[config.mk]
export PLATFORM = sky130hd
export DESIGN_NAME = legv8_multicycle_ctrl
export DESIGN_NICKNAME = d
export VERILOG_FILES = /design/src/rtl/legv8_multicycle_ctrl_pkg.sv /design/src/rtl/legv8_multicycle_ctrl_inst_class.sv /design/src/rtl/legv8_multicycle_ctrl.sv
export SDC_FILE = /design/constraint.sdc
export NUM_CORES = 1
export LEC_CHECK = 0
export CORE_MARGIN = 2
export CORE_UTILIZATION = 50
export CTS_CLUSTER_DIAMETER = 200
export DETAILED_ROUTE_END_ITERATION = 8
export GPL_TIMING_DRIVEN = 0
export MAX_ROUTING_LAYER = met4
export PLACE_DENSITY = 0.91
export SKIP_CTS_REPAIR_TIMING = 1
export SLEW_MARGIN = 20
export SYNTH_ARGS = -nofsm -noshare
export SYNTH_HDL_FRONTEND = slang
export SYNTH_SLANG_ARGS = --single-unit
export TNS_END_PERCENT = 5
[constraint.sdc]
create_clock -name clk -period 5 [get_ports clk]
set_input_delay 0.75 -clock clk [delete_from_list [all_inputs] [get_ports clk]]
set_output_delay 0.75 -clock clk [all_outputs]
set_load 0.03 [all_outputs]
[src/rtl/legv8_multicycle_ctrl_pkg.sv]
// Shared encodings for the LEGv8 multi-cycle control FSM: state codes, opcode
// match patterns, datapath mux/ALU codes and the decoded-class / control bundles.
package legv8_multicycle_ctrl_pkg;

    localparam logic [3:0] S_FETCH  = 4'd0;
    localparam logic [3:0] S_DECODE = 4'd1;
    localparam logic [3:0] S_EXEC   = 4'd2;
    localparam logic [3:0] S_ALU_WB = 4'd3;
    localparam logic [3:0] S_ADDR   = 4'd4;
    localparam logic [3:0] S_MEM_RD = 4'd5;
    localparam logic [3:0] S_LD_WB  = 4'd6;
    localparam logic [3:0] S_MEM_WR = 4'd7;
    localparam logic [3:0] S_BRANCH = 4'd8;
    localparam logic [3:0] S_JUMP   = 4'd9;
    localparam logic [3:0] S_ERROR  = 4'd10;

    localparam logic [10:0] OP_ADD      = 11'b10001011000;
    localparam logic [10:0] OP_SUB      = 11'b11001011000;
    localparam logic [10:0] OP_AND      = 11'b10001010000;
    localparam logic [10:0] OP_ORR      = 11'b10101010000;
    localparam logic [10:0] OP_LDUR     = 11'b11111000010;
    localparam logic [10:0] OP_STUR     = 11'b11111000000;
    localparam logic [9:0]  OP_ADDI_PFX = 10'b1001000100;
    localparam logic [7:0]  OP_CBZ_PFX  = 8'b10110100;
    localparam logic [5:0]  OP_B_PFX    = 6'b000101;

    localparam logic [1:0] ALU_ADD    = 2'b00;
    localparam logic [1:0] ALU_PASS_B = 2'b01;
    localparam logic [1:0] ALU_FUNCT  = 2'b10;

    localparam logic [1:0] SRCB_REG  = 2'b00;
    localparam logic [1:0] SRCB_FOUR = 2'b01;
    localparam logic [1:0] SRCB_IMM  = 2'b10;
    localparam logic [1:0] SRCB_BR   = 2'b11;

    typedef struct packed {
        logic rtype;
        logic addi;
        logic ldur;
        logic stur;
        logic cbz;
        logic b;
        logic illegal;
    } inst_class_t;

    typedef struct packed {
        logic       mem_req;
        logic       mem_read;
        logic       mem_write;
        logic       ior_d;
        logic       ir_write;
        logic       pc_write;
        logic       pc_write_cond;
        logic       pc_src;
        logic       reg2loc;
        logic       reg_write;
        logic       memto_reg;
        logic       alu_src_a;
        logic [1:0] alu_src_b;
        logic [1:0] alu_op;
        logic       retire;
        logic       err;
    } ctrl_t;

endpackage

[src/rtl/legv8_multicycle_ctrl_inst_class.sv]
// Combinational opcode classifier: maps IR[31:21] to a one-hot instruction class.
module legv8_inst_class
    import legv8_multicycle_ctrl_pkg::*;
(
    input  logic [10:0]  opcode,
    output inst_class_t  cls
);

    // NOTE: every field gets a default first so no path through the block can infer a latch.
    always_comb begin
        cls       = '0;
        cls.rtype = (opcode == OP_ADD) || (opcode == OP_SUB) ||
                    (opcode == OP_AND) || (opcode == OP_ORR);
        cls.addi  = (opcode[10:1] == OP_ADDI_PFX);
        cls.ldur  = (opcode == OP_LDUR);
        cls.stur  = (opcode == OP_STUR);
        cls.cbz   = (opcode[10:3] == OP_CBZ_PFX);
        cls.b     = (opcode[10:5] == OP_B_PFX);
        cls.illegal = !(cls.rtype || cls.addi || cls.ldur || cls.stur || cls.cbz || cls.b);
    end

endmodule

[src/rtl/legv8_multicycle_ctrl.sv]
// Multi-cycle LEGv8 control FSM: steps the shared datapath through fetch, decode,
// execute, memory and write-back, with a memory-ready timeout and a sticky error state.
module legv8_multicycle_ctrl
    import legv8_multicycle_ctrl_pkg::*;
#(
    parameter int OPW     = 11,
    parameter int TIMEOUT = 255,
    parameter int CW      = 8
) (
    input  logic           clk,
    input  logic           rst,
    input  logic [OPW-1:0] opcode,
    input  logic           mem_ready,
    output logic           mem_req,
    output logic           mem_read,
    output logic           mem_write,
    output logic           ior_d,
    output logic           ir_write,
    output logic           pc_write,
    output logic           pc_write_cond,
    output logic           pc_src,
    output logic           reg2loc,
    output logic           reg_write,
    output logic           memto_reg,
    output logic           alu_src_a,
    output logic [1:0]     alu_src_b,
    output logic [1:0]     alu_op,
    output logic           retire,
    output logic           err
);

    localparam logic [CW-1:0] WAIT_LIMIT = CW'(TIMEOUT - 1);

    logic [3:0]    state_q, state_d;
    logic [CW-1:0] wait_cnt_q, wait_cnt_d;
    logic          waiting, timeout_hit;
    inst_class_t   cls;
    ctrl_t         ctrl;

    legv8_inst_class u_inst_class (
        .opcode (opcode),
        .cls    (cls)
    );

    assign waiting     = !mem_ready &&
                         ((state_q == S_FETCH) || (state_q == S_MEM_RD) || (state_q == S_MEM_WR));
    assign timeout_hit = waiting && (wait_cnt_q == WAIT_LIMIT);

    always_comb begin
        state_d = state_q;
        case (state_q)
            S_FETCH:  if (mem_ready) state_d = S_DECODE;
            S_DECODE: begin
                if (cls.illegal)                  state_d = S_ERROR;
                else if (cls.rtype || cls.addi)   state_d = S_EXEC;
                else if (cls.ldur || cls.stur)    state_d = S_ADDR;
                else if (cls.cbz)                 state_d = S_BRANCH;
                else                              state_d = S_JUMP;
            end
            S_EXEC:   state_d = S_ALU_WB;
            S_ALU_WB: state_d = S_FETCH;
            S_ADDR:   state_d = cls.ldur ? S_MEM_RD : S_MEM_WR;
            S_MEM_RD: if (mem_ready) state_d = S_LD_WB;
            S_LD_WB:  state_d = S_FETCH;
            S_MEM_WR: if (mem_ready) state_d = S_FETCH;
            S_BRANCH: state_d = S_FETCH;
            S_JUMP:   state_d = S_FETCH;
            S_ERROR:  state_d = S_ERROR;
            default:  state_d = S_ERROR;
        endcase
        // A ready in the final allowed wait cycle never reaches here, so it still wins.
        if (timeout_hit) state_d = S_ERROR;
        wait_cnt_d = (waiting && !timeout_hit) ? wait_cnt_q + CW'(1) : '0;
    end

    // NOTE: state registers use non-blocking assignments so every flop samples pre-edge values.
    always_ff @(posedge clk) begin
        if (rst) begin
            state_q    <= S_FETCH;
            wait_cnt_q <= '0;
        end else begin
            state_q    <= state_d;
            wait_cnt_q <= wait_cnt_d;
        end
    end

    always_comb begin
        ctrl = '0;
        case (state_q)
            S_FETCH: begin
                ctrl.mem_req   = 1'b1;
                ctrl.mem_read  = 1'b1;
                ctrl.alu_src_b = SRCB_FOUR;
                ctrl.alu_op    = ALU_ADD;
                ctrl.ir_write  = mem_ready;
                ctrl.pc_write  = mem_ready;
            end
            S_DECODE: begin
                ctrl.alu_src_b = SRCB_BR;
                ctrl.alu_op    = ALU_ADD;
                ctrl.reg2loc   = cls.stur || cls.cbz;
            end
            S_EXEC: begin
                ctrl.alu_src_a = 1'b1;
                ctrl.alu_src_b = cls.addi ? SRCB_IMM : SRCB_REG;
                ctrl.alu_op    = ALU_FUNCT;
            end
            S_ALU_WB: begin
                ctrl.reg_write = 1'b1;
                ctrl.retire    = 1'b1;
            end
            S_ADDR: begin
                ctrl.alu_src_a = 1'b1;
                ctrl.alu_src_b = SRCB_IMM;
                ctrl.alu_op    = ALU_ADD;
            end
            S_MEM_RD: begin
                ctrl.mem_req  = 1'b1;
                ctrl.mem_read = 1'b1;
                ctrl.ior_d    = 1'b1;
            end
            S_LD_WB: begin
                ctrl.reg_write = 1'b1;
                ctrl.memto_reg = 1'b1;
                ctrl.retire    = 1'b1;
            end
            S_MEM_WR: begin
                ctrl.mem_req   = 1'b1;
                ctrl.mem_write = 1'b1;
                ctrl.ior_d     = 1'b1;
                ctrl.reg2loc   = 1'b1;
                ctrl.retire    = mem_ready;
            end
            S_BRANCH: begin
                ctrl.alu_src_a     = 1'b1;
                ctrl.alu_src_b     = SRCB_REG;
                ctrl.alu_op        = ALU_PASS_B;
                ctrl.reg2loc       = 1'b1;
                ctrl.pc_write_cond = 1'b1;
                ctrl.pc_src        = 1'b1;
                ctrl.retire        = 1'b1;
            end
            S_JUMP: begin
                ctrl.pc_write = 1'b1;
                ctrl.pc_src   = 1'b1;
                ctrl.retire   = 1'b1;
            end
            S_ERROR: ctrl.err = 1'b1;
            default: ctrl.err = 1'b1;
        endcase
        // Reset silences every strobe immediately, not just from the next edge.
        if (rst) ctrl = '0;
    end

    assign mem_req       = ctrl.mem_req;
    assign mem_read      = ctrl.mem_read;
    assign mem_write     = ctrl.mem_write;
    assign ior_d         = ctrl.ior_d;
    assign ir_write      = ctrl.ir_write;
    assign pc_write      = ctrl.pc_write;
    assign pc_write_cond = ctrl.pc_write_cond;
    assign pc_src        = ctrl.pc_src;
    assign reg2loc       = ctrl.reg2loc;
    assign reg_write     = ctrl.reg_write;
    assign memto_reg     = ctrl.memto_reg;
    assign alu_src_a     = ctrl.alu_src_a;
    assign alu_src_b     = ctrl.alu_src_b;
    assign alu_op        = ctrl.alu_op;
    assign retire        = ctrl.retire;
    assign err           = ctrl.err;

endmodule

Word level (Yosys, flattened, before mapping)
Index checks and enable logic that the tools add are counted.

Add/sub/neg operators: 1. $mul: 0. Divide/modulo/power cells: 0. Order comparisons: 0. Eq/ne operators: 25. Shift-type cells: 0. Multiplexer cells: 27. Bitwise operators: 1. Reductions and logical operators: 31.

Operator list (number): $eq 11x11->1 const B (6); $mux 4 (7); $pmux 4 s7 (1); $pmux 4 s5 (1); $mux 18 (1); $eq 4x3->1 const B (4); $eq 8x8->1 const B (2); $reduce_or 2->1 (7); $logic_or 1x1->1 (12); $mux 1 (12); $eq 10x10->1 const B (1); $reduce_or 10->1 (1); $ne 3x3->1 const B (3); $add 8x1->8 const B (1); $eq 4x2->1 const B (2); $eq 4x4->1 const B (2); $eq 6x3->1 const B (1); $ne 2x2->1 const B (3); $pmux 1 s2 (3); $reduce_and 3->1 (2); $reduce_or 3->1 (2); $eq 4x1->1 const B (1); $logic_not 4->1 (1); $mux 2 (2); other kinds (4) (7).

Register bits after elaboration: 12. Bits in latches: 0. Memory bits (writable): 0. Bits in read-only memories: 0. Input bits: 14. Output and inout bits: 18. Memories kept: 0.

Depth between registers and ports, before layout
Word-level depth: 12. Gate-level depth with buffers: 7. Gate-level depth less buffers: 6.

By module
A second synthesis with hierarchy kept.

Cell total of the unflattened synthesis: 140. Area total of the unflattened synthesis: 1081.0 µm².

By module, submodules not included: legv8_multicycle_ctrl (instances 1, cells each 122, area an instance 924.6 µm²); legv8_inst_class (instances 1, cells each 18, area an instance 156.4 µm²).

Worst setup path before layout
No wires, ideal clock.

Path type: input-to-output. From: input rst. To: output mem_read. Arrival time: 2.102 ns. Required time: 4.250 ns. Setup slack: 2.148 ns. Stages on the path: 3. Cell sequence: clkbuf_1 -> clkbuf_1 -> nor4_1.

Word-level cells in the longest chain between the ends: 1.

RTL lines: from (decl) (line legv8_multicycle_ctrl.sv:11) `input logic rst,`; $mux 18 (line legv8_multicycle_ctrl.sv:152) `if (rst) ctrl = '0;`; to (decl) (line legv8_multicycle_ctrl.sv:15) `output logic mem_read,`.

Every way passes these cells.

Worst setup path after layout
From: input opcode[3]. To: output reg2loc.

Word-level cells in the longest chain between the ends: 4. Elaborated cells on any way between the ends: 5.

RTL lines: from (decl) (line legv8_multicycle_ctrl.sv:12) `input logic [OPW-1:0] opcode,`; $eq 11x11->1 or $eq 8x8->1 (tied branches) (line legv8_multicycle_ctrl_inst_class.sv:16, legv8_multicycle_ctrl_inst_class.sv:17); $logic_or 1x1->1 * (line legv8_multicycle_ctrl.sv:101) `ctrl.reg2loc = cls.stur || cls.cbz;`; $pmux 1 s2 * (line legv8_multicycle_ctrl.sv:89) `case (state_q)`; $mux 18 * (line legv8_multicycle_ctrl.sv:152); to (decl) (line legv8_multicycle_ctrl.sv:22) `output logic reg2loc,`.

Every way passes the cells marked *; elsewhere a longest branch is shown, timed or not.

==> results.py <==
metrics = {
    "outcome": {
        "status": "complete, no violations",
    },
    "cells_and_area": {
        "final_cells": 202,
        "syn2layout_area_growth_pct": 36.5,
        "n_fill_cell": 157,
        "antennaDiodeCount": 0,
        "drive_gt1_frac": 0.109,
        "fin_nets": 192,
    },
    "grt": {
        "grt_util_all_layers": 0.256,
        "grt.overflow.total": 0,
        "grt_pass1_vias": 1138,
        "antenna_found_initial": 0,
        "grt_max_degree": 11,
        "grt_first_pass_wirelength_mm": 5.00,
    },
    "worst_setup_path": {
        "cp-end-kind": "primary output",
        "cp_slowest_stage_delay_ps": 670,
        "cp_common_cell": "clkdlybuf4s50_1",
        "cp.arrival_ps": 3000,
        "endpoint": "reg2loc",
        "slowest_stage": "clkdlybuf4s50_1",
        "r2r_cells": 5,
        "cp-startpoint": "opcode[3]",
        "reg2reg_slack_ps": 3220,
        "crit_fanout": 4,
        "setup.worst_path.class": "in -> out",
        "path_cells": "clkdlybuf4s50_1, nor4b_1, a31oi_1, o221ai_1, nor2b_1, clkdlybuf4s50_1",
        "startpoint_type": "input port",
        "r2r_start": "state_q[2]",
        "cp.required_ps": 4250,
        "rr_endpoint": "state_q[3]",
    },
    "pwr": {
        "p_seq_frac": 0.208,
        "irDropWorstVdd_v": 0.000272,
        "p_leak_nw": 0.457,
        "switchingPower_mw": 0.267,
        "fin_total_pwr_mw": 0.580,
        "power_frac_clock": 0.128,
        "combPwrFrac": 0.664,
        "powerDensity_mw_per_mm2": 408,
        "p_int_mw": 0.313,
        "sw_frac_of_total": 0.461,
    },
    "route": {
        "met1Wirelength_mm": 1.28,
        "ant_nets": 0,
        "vias": 1185,
        "route.met3.wl_um": 195,
        "wl_per_cell_um": 14.0,
        "highest-signal-layer": "met4",
        "via_per_inst": 5.87,
        "drt-initial-drc-count": 31,
        "wirelength_mm": 2.83,
        "drc": 0,
        "wl_met2_mm": 1.33,
        "dr.pass1.iters": 4,
    },
    "place": {
        "hpwl_mm": 2.23,
        "dp_cells": 198,
        "portBuffers": 31,
        "gp_congestion": 0.851,
    },
    "die": {
        "core-area_mm2": 0.00196,
        "initial_core_util": 0.531,
        "io_pins": 32,
        "dieArea_mm2": 0.00246,
        "fp-row-count": 16,
        "die_h_um": 49.6,
        "fp.dieW_um": 49.6,
    },
    "logic_synthesis": {
        "ys_warn_count": 0,
        "synth_area_per_cell_um2": 7.44,
        "synth_area_leaders": "dfxtp_1 23%, nor2_2 4.8%, nor2_1 4.7%, nor3_1 4.3%, nor4_1 4.2%",
        "yosysTopAreaCell": "dfxtp_1",
        "yosysTopAreaCellShare": 0.231,
        "synthesis.nets": 156,
        "seq_area_frac_synth": 0.231,
        "synth_ff_type": "dfxtp_1",
        "synthArstFlopShare": 0,
        "synth_edf_count": 0,
        "synth_seq_cells": 12,
        "netlist_instances": 140,
        "syn_area_mm2": 0.00104,
        "ys_top_cells_by_count": "13 x nor2_1, 12 x dfxtp_1, 9 x nor3_1",
        "yosysMostFrequentCell": "nor2_1",
        "ys_types": 44,
    },
    "timing": {
        "hold_viol_final": 0,
        "finalCriticalPeriod_ps": 3750,
        "fin_hold_ws_ps": 478,
        "tns_ps": 0,
        "fmaxAchievable_mhz": 267,
        "max_slew.worst_pin.slew_ps": 617,
        "setup_viol": 0,
        "fin_crit_sh": 0.749,
        "relSlewSlack": 0.583,
        "rsz0062_at_grt": "no",
        "slew_violations": 0,
        "finClkSkew_ps": 1.44,
    },
    "clock_network": {
        "clockBufferDepth": 2,
        "cts_tree": "built",
        "cts_buffers": 3,
        "clk_latency_ps": 260,
        "root_buffer": "clkbuf_4",
        "path_clk_slew_ps": 70,
        "cts.htree.levels": 1,
        "clock_sinks": 12,
    },
    "run": {
        "cap_violations": 0,
    },
    "hold_path": {
        "hold_path_class": "reg -> reg",
        "hold_depth": 1,
    },
}
layout make-up:
class	instances	area (µm²)	share of cell area
multi-input cells	114	739	0.520
clock buffers	4	36.3	0.0255
plain buffers	11	50.0	0.0352
inverters	3	11.3	0.00792
well taps	27	33.8	0.0238
flip-flops and latches	12	240	0.169
repair buffers	31	310	0.218
sequential cells by signal (all words and copies together) (netlist names):
register / count
state_q: 4
wait_cnt_q: 8
per-layer routing:
layer,vias to the layer above,global-route usage
met5,-,-
met4,0,0.0509
met3,2,0.0636
met2,50,0.444
met1,546,0.300
li1,587,-
power by group through the flow:
stage,combinational [mW],sequential [mW],clock (mW)
global route,0.417,0.122,0.0852
global placement,0.370,0.121,0
finish,0.385,0.121,0.0740
CTS,0.382,0.120,0.0755
floorplan,0.267,0.119,0
detailed placement,0.380,0.122,0
logic make-up after synthesis:
logic type               count (synthesis)  synth area share
XOR/XNOR                                 8            0.0673
AND/OR/NAND/NOR                         79             0.442
AO/OA/AOI/OAI                           23             0.157
adder cells (fa/ha/maj)                  2            0.0240
multiplexers                             2            0.0192
buffers and inverters                   14            0.0589
flip-flops                              12             0.231
how the worst min path moves through the flow:
stage | startpoint | end | slack, ps
after floorplan | wait_cnt_q[0] | wait_cnt_q[0] | 440
after global placement | wait_cnt_q[0] | wait_cnt_q[0] | 450
after detailed placement | wait_cnt_q[0] | wait_cnt_q[0] | 460
after CTS | wait_cnt_q[0] | wait_cnt_q[0] | 480
after global routing | wait_cnt_q[0] | wait_cnt_q[0] | 530
final | wait_cnt_q[0] | wait_cnt_q[0] | 480
metrics by stage:
stage / setup WS, ps / cell area, µm² / util
floorplan: 2150 / 1040 / -
detailed placement: 1250 / 1390 / 0.706
global placement: 1250 / 1390 / 0.706
finish: 1250 / 1420 / 0.724
CTS: 1250 / 1420 / 0.724
global route: 1080 / 1420 / 0.724
layout by cell type (no fill, tap or decap), types with 2 or more instances in the layout:
master / n
a21oi_1: 8
a311oi_1: 2
and3_1: 2
clkbuf_1: 8
clkbuf_4: 3
clkdlybuf4s50_1: 31
dfxtp_1: 12
ha_1: 2
inv_1: 3
mux2i_1: 2
nand2_1: 6
nand2b_1: 4
nand3_1: 5
nand4_1: 2
nor2_1: 13
nor2_2: 8
nor2b_1: 6
nor3_1: 9
nor4_1: 7
nor4b_1: 4
o31ai_1: 3
or3_1: 4
xnor2_1: 5
xor2_1: 3
critical path: cells and delay by family:
family                 cells  cell delay [ps]
AO/OA/AOI/OAI              2              330
buffers and inverters      2             1150
AND/OR/NAND/NOR            2              760
Power figures use the tool's default switching activity.
